<file path="src/rtl/key_onehot_capture.sv">
// Key front end for encoder83: synchronise, debounce and capture one key.
// Optional overflow flag output oOvf when KEY_OVF_EN is defined.
module key_onehot_capture #(
  parameter int DEB_CYCLES = 4,
  parameter int CNT_W      = 3
) (
  input  logic       clk,
  input  logic       rst,
  input  logic [7:0] iKeys,
  input  logic       iAck,
  output logic [7:0] oData,
  output logic       oValid,
`ifdef KEY_OVF_EN
  output logic       oOvf,
`endif
  output logic       oMulti
);

  typedef enum logic [1:0] {
    IDLE     = 2'd0,
    HOLD     = 2'd1,
    WAIT_REL = 2'd2
  } state_t;

  localparam logic [CNT_W-1:0] CNT_LAST = CNT_W'(DEB_CYCLES - 1);

  state_t           state_q, state_d;
  logic [7:0]       s1_q, s2_q;
  logic [7:0]       deb_q, deb_d;
  logic [7:0]       debp_q;
  logic [CNT_W-1:0] cnt_q [8];
  logic [CNT_W-1:0] cnt_d [8];
  logic [7:0]       ev;
  logic [7:0]       pick;
  logic             multi;
  logic [7:0]       data_q, data_d;
  logic [7:0]       cap_q, cap_d;
  logic             valid_q, valid_d;
  logic             multi_q, multi_d;

  // Highest set bit of v as a one-hot word (bit7 has priority)
  function automatic logic [7:0] hi_onehot(input logic [7:0] v);
    logic [7:0] r;
    r = '0;
    for (int i = 0; i < 8; i++) begin
      if (v[i]) begin
        r    = '0;
        r[i] = 1'b1;
      end
    end
    return r;
  endfunction

  // Two-flop synchroniser on the raw key lines
  always_ff @(posedge clk or posedge rst) begin
    if (rst) begin
      s1_q <= '0;
      s2_q <= '0;
    end else begin
      s1_q <= iKeys;
      s2_q <= s1_q;
    end
  end

  // Per-bit debounce: accept a new level after DEB_CYCLES stable cycles
  always_comb begin
    deb_d = deb_q;
    for (int i = 0; i < 8; i++) begin
      cnt_d[i] = cnt_q[i];
      if (s2_q[i] == deb_q[i]) begin
        cnt_d[i] = '0;
      end else if (cnt_q[i] == CNT_LAST) begin
        deb_d[i] = s2_q[i];
        cnt_d[i] = '0;
      end else begin
        cnt_d[i] = cnt_q[i] + CNT_W'(1);
      end
    end
  end

  // Debounce state, counters and previous debounced level
  always_ff @(posedge clk or posedge rst) begin
    if (rst) begin
      deb_q  <= '0;
      debp_q <= '0;
      for (int i = 0; i < 8; i++) begin
        cnt_q[i] <= '0;
      end
    end else begin
      deb_q  <= deb_d;
      debp_q <= deb_q;
      for (int i = 0; i < 8; i++) begin
        cnt_q[i] <= cnt_d[i];
      end
    end
  end

  assign ev    = deb_q & ~debp_q;
  assign pick  = hi_onehot(ev);
  assign multi = |(ev & (ev - 8'd1));

  // FSM state and registered outputs
  always_ff @(posedge clk or posedge rst) begin
    if (rst) begin
      state_q <= IDLE;
      data_q  <= '0;
      cap_q   <= '0;
      valid_q <= 1'b0;
      multi_q <= 1'b0;
    end else begin
      state_q <= state_d;
      data_q  <= data_d;
      cap_q   <= cap_d;
      valid_q <= valid_d;
      multi_q <= multi_d;
    end
  end

  // Next-state logic
  always_comb begin
    state_d = state_q;
    unique case (state_q)
      IDLE: begin
        if (|ev) state_d = HOLD;
      end
      HOLD: begin
        if (iAck) state_d = WAIT_REL;
      end
      WAIT_REL: begin
        if (!(|(deb_q & cap_q))) state_d = IDLE;
      end
      default: state_d = IDLE;
    endcase
  end

  // Output next values; cap_q remembers the key until it is released
  always_comb begin
    data_d  = data_q;
    cap_d   = cap_q;
    valid_d = valid_q;
    multi_d = multi_q;
    unique case (state_q)
      IDLE: begin
        if (|ev) begin
          data_d  = pick;
          cap_d   = pick;
          valid_d = 1'b1;
          multi_d = multi;
        end
      end
      HOLD: begin
        if (iAck) begin
          data_d  = '0;
          valid_d = 1'b0;
          multi_d = 1'b0;
        end
      end
      WAIT_REL: begin
        data_d  = '0;
        valid_d = 1'b0;
        multi_d = 1'b0;
      end
      default: begin
        data_d  = '0;
        cap_d   = '0;
        valid_d = 1'b0;
        multi_d = 1'b0;
      end
    endcase
  end

  assign oData  = data_q;
  assign oValid = valid_q;
  assign oMulti = multi_q;

`ifdef KEY_OVF_EN
  logic ovf_q, ovf_d;

  // Sticky overflow: a press while busy; set beats the ack clear
  always_comb begin
    ovf_d = ovf_q;
    if (state_q == HOLD && iAck) ovf_d = 1'b0;
    if ((|ev) && state_q != IDLE) ovf_d = 1'b1;
  end

  // Overflow flag register
  always_ff @(posedge clk or posedge rst) begin
    if (rst) ovf_q <= 1'b0;
    else     ovf_q <= ovf_d;
  end

  assign oOvf = ovf_q;
`endif

endmodule

</file>
<file path="config.mk">
export PLATFORM = sky130hd
export DESIGN_NAME = key_onehot_capture
export DESIGN_NICKNAME = d
export VERILOG_FILES = /design/src/rtl/key_onehot_capture.sv
export SDC_FILE = /design/constraint.sdc
export NUM_CORES = 1
export LEC_CHECK = 0
export ABC_AREA = 1
export BUFFER_PORTS_ARGS = -buffer_cell sky130_fd_sc_hd__buf_2
export CAP_MARGIN = 40
export CORE_UTILIZATION = 55
export CTS_CLUSTER_SIZE = 40
export DETAILED_ROUTE_END_ITERATION = 8
export PLACE_DENSITY = 0.84
export SLEW_MARGIN = 20
export SYNTH_ARGS = -nofsm -noshare
export SYNTH_HDL_FRONTEND = slang
export SYNTH_SLANG_ARGS = --single-unit
</file>
<file path="constraint.sdc">
create_clock -name clk -period 2.36 [get_ports clk]
set_input_delay 0.236 -clock clk [delete_from_list [all_inputs] [get_ports clk]]
set_output_delay 0.236 -clock clk [all_outputs]
set_load 0.01 [all_outputs]
</file>
# After elaboration in Yosys (flattened, before gate mapping)
# Cells that the tools add are included.
[word_totals]
ff_bits = 76
word_cells = 120
input_bits = 11
[classes]
muxes = 37
n_reduce_logical = 16
n_bitwise = 13
n_eq_ne = 21
add_sub_neg = 9
[op_table]
columns = ["operator", "n"]
rows = [
  ["8-bit 2-to-1 mux", 9],
  ["3-bit 2-to-1 mux", 16],
  ["8-bit one-hot mux with 2 select lines", 2],
  ["3-bit by 1-bit adder with 3-bit output (second input constant)", 8],
  ["8-bit AND", 3],
  ["3-bit by 2-bit equality test with 1-bit output (second input constant)", 8],
  ["8-bit OR reduction", 3],
  ["2-bit AND reduction", 10],
  ["1-bit inverter", 9],
  ["1-bit equality test", 8],
  ["8-bit inverter", 1],
  ["8-bit by 1-bit subtractor with 8-bit output (second input constant)", 1],
  ["2-bit 2-to-1 mux", 3],
  ["2-bit inequality test (second input constant)", 3],
  ["2-bit one-hot mux with 3 select lines", 1],
  ["1-bit 2-to-1 mux", 4],
  ["1-bit one-hot mux with 2 select lines", 2],
  ["3-bit AND reduction", 1],
  ["2-bit by 1-bit equality test with 1-bit output (second input constant)", 1],
  ["2-bit equality test (second input constant)", 1],
  ["2-bit zero test", 1],
  ["2-bit OR reduction", 1],
]

# Logic depth before layout (Yosys ltp)
[logic_depth]
depth_word = 12
mapped_depth = 9

# Least setup slack after synthesis
# Ideal clock, no wire load.
[synth_timing]
kind = "register to register"
startpoint = "register state_q[0]"
endpoint = "register cap_q[2]"
t_arrival_ps = 1282
stages_incl_launch_ff = 10
setup_slack_ps = 957
synth_period_minus_slack_ps = 1403
cell_sequence = "dfrtp_1 -> inv_1 -> ha_1 -> nand3_2 -> nor2_4 -> nand2_4 -> nand2_4 -> inv_4 -> nand2_1 -> o21ai_1"
[synth_via]
elab_chain_len = 4
elab_cells_between_ends = 8
cone_classes = "eq/ne (3); mux (1); bitwise (1); reduce/logical (3)"
[synth_lines]
columns = ["item", "line", "source"]
rows = [
  ["start: declaration", "27", "state_t state_q, state_d;"],
  ["start signal: assignment", "111", "state_q <= state_d;"],
  ["2-bit equality test / 2-bit by 1-bit equality test with 1-bit output (equally long branches)", "142", "unique case (state_q)"],
  ["2-bit OR reduction (no source line)", "--", ""],
  ["1-bit inverter (no source line)", "--", ""],
  ["2-bit AND reduction (no source line)", "--", ""],
  ["end signal: assignment", "113", "cap_q <= cap_d;"],
  ["end: declaration", "37", "logic [7:0] cap_q, cap_d;"],
]
# Several ways; a longest one is shown, not always the timed one.
# A chain may end at the register's enable or synchronous reset.

# Worst setup path in the final report
[layout_timing]
startpoint = "register state_q[1]"
endpoint = "register cap_q[2]"
# Same word-level chain as after synthesis.

==> impl_metrics.ini <==
[worst_setup_path]
startpoint = state_q[1]
worstPathMaxFanout = 10
reg2reg_slack_ns = 0.78
crit_family = simple AND/OR/NAND/NOR gates
arrival_ns = 1.82
slowest_stage = dfrtp_1
crit_buf_inv = 2
rr_worst_depth = 9
worst_ep_required_time_ns = 2.60
cp_common_cell = nand2_4
slowest_delay_ns = 0.41
crit_path_end = cap_q[2]
path_cells = inv_1 > ha_1 > nand3_2 > nor2_4 > nand2_4 > nand2_4 > inv_4 > nand2_1 > o21ai_1
timing.rr.start = state_q[1]
cp-start-kind = register
reg2reg_to = cap_q[2]
crit_type = reg -> reg
path_depth = 9
end_kind = register

[routing]
drtAntennaViolNets = 0
drc = 0
drtIter0Drc = 131
dr_total_vias = 2052
firstDrtPassIters = 4
viasPerCell = 4.921
wirelength_um = 4925
routedWlPerCell_um = 11.81

[timing]
finClkSkew_ns = 0.007447
finalSetupTns_ns = 0
rsz0062_at_grt = no
final-hold-violation-count = 0
max_clock_freq_mhz = 632.5
fin_crit_ns = 1.581
fin_crit_sh_pct = 66.99
setup_violations = 0
max_slew_margin_pct = 73.50
slew_viol_final = 0
tightest_slew_ns = 0.3945

[clock_network]
cts_sinks = 76
clkTransAtPathRegs_ns = 0.08
cts_hold_buf = 9
root_buffer = clkbuf_8
htreeDepth = 3
cts_tree = built
cts_setup_buffers = 0
clock_path_buffers = 2
ctsResizeCount = 0
insertion_delay_ns = 0.34
numCtsBuffers = 9

[cells_and_area]
syn_to_final_growth_pct = 16.38
final_area_um2 = 3583
diodes = 0
nets = 364
nFillCells = 400
final_common_cell = dfrtp_1
layout_common_cells = dfrtp_1, nand2_1, inv_1
drive_gt1_share_pct = 16.14

[floorplan]
die_x_um = 76.83
row_count = 26
boundaryPins = 21
chipHeight_um = 76.83
fp.coreArea_um2 = 5238
die_area_um2 = 5902
initial_core_util_pct = 58.79

[power_and_ir_drop]
p_leak_nw = 1.831
cellPowerDensity_nw_per_um2 = 1310
total_power_mw = 4.693
ir_worst_vdd_uv = 603.8

[synth]
netlist_area_um2 = 3079
synth_area_leaders = dfrtp_1, nand2_1, inv_1
synth_top_cell_by_area = dfrtp_1
synth.distinct_cells = 23
synth_nets = 324
avgSynthCellArea_um2 = 10.20
yosysWarnings = 0
postSynthCellCount = 302
synthDominantCellAreaShare_pct = 61.76
ys_seq_area_share_pct = 61.76
ys_ff_latch = 76

[grt]
grt_overflow_total = 0
use_met2_pct = 30.54
track_usage_pct = 20.08
antenna_found_initial = 0
top_usage_layer = met2
grt_max_degree = 61
grt_pass1_wl_um = 8901
use_met3_pct = 4.167
use_met1_pct = 25.75
grt_pass1_vias = 1961

[flow_run]
drv_cap = 0

[place]
io_buffers = 20
dp_hpwl_um = 3459
placed_area_um2 = 3276
gp_congestion = 0.9148

[status]
outcome = finished clean

[hold_path]
hold_path_class = in -> reg
[stage by stage]
stage          utilization [%]  hold slack [ns]  setup WS, ns  cells
2_1_floorplan                -           0.2674        0.1857    302
3_3_place_gp             62.54           0.2326        0.8770    392
3_5_place_dp             62.54           0.2359        0.8185    392
4_1_cts                  68.42           0.1822        0.8070    417
5_1_grt                  68.42           0.2249        0.6411    417
6_report                 68.42           0.1937        0.7789    417
[per-layer routing]
metal / share of wire [%] / up-vias
met5: 0 / -
met3: 3.6 / 14
li1: - / 1033
met2: 46 / 51
met1: 47 / 954
met4: 3.3 / 0
[Yosys cell counts, drive strengths merged]
cell type	number
nand2	79
inv	39
nand4	3
nor3	13
nand3	7
xnor2	8
nor2	35
nor4	1
o21ai	10
ha	11
a21boi	1
mux2	3
buf	1
dfrtp	76
a21oi	8
nor3b	7
[power breakdown]
| group | leakage (nW) | internal (mW) | switching [mW] | total, mW |
|---|---|---|---|---|
| logic | 0.766 | 0.617 | 1.06 | 1.68 |
| clock network | 0.107 | 0.623 | 0.451 | 1.07 |
| registers | 0.958 | 1.69 | 0.249 | 1.94 |
| total | 1.83 | 2.93 | 1.76 | 4.69 |
[cells by family after synthesis]
| family | Yosys count | share of synthesized area [%] |
|---|---|---|
| and+or+nand+nor | 145 | 22.02 |
| adders and majority gates | 11 | 4.470 |
| buffers and inverters | 40 | 5.201 |
| DFF | 76 | 61.76 |
| xor gates and xnor gates | 8 | 2.276 |
| muxes | 3 | 1.097 |
| AOI/OAI and AO/OA | 19 | 3.169 |
[sequential cells by signal, indices dropped and copies added, names as in the netlist]
name	count
cnt_q	24
cap_q	8
deb_q	8
debp_q	8
oData	8
s1_q	8
s2_q	8
state_q	2
oMulti	1
oValid	1
[worst min-delay path by stage]
stage	startpoint	to	cells after the start
floorplan	iKeys[0]	s1_q[0]	0
global placement	rst	s2_q[1]	2
detailed placement	rst	s2_q[1]	2
CTS	iAck	state_q[1]	3
global route	iAck	state_q[1]	3
finish	iAck	state_q[1]	3
[worst min-delay path: stages]
cell and delay [ns]:
buf_2 0.11, nand4_1 0.09, nand2_1 0.07
[cell type report]
class	instances	area, um^2	area share [%]
Clock inverter	4	72.57	2.025
Sequential cell	76	1902	53.07
Tap cell	70	87.58	2.444
Inverter	39	148.9	4.155
Timing Repair Buffer	30	210.2	5.866
Clock buffer	12	145.1	4.050
Multi-Input combinational cell	186	1017	28.39
(Power assumes the default switching activity.)
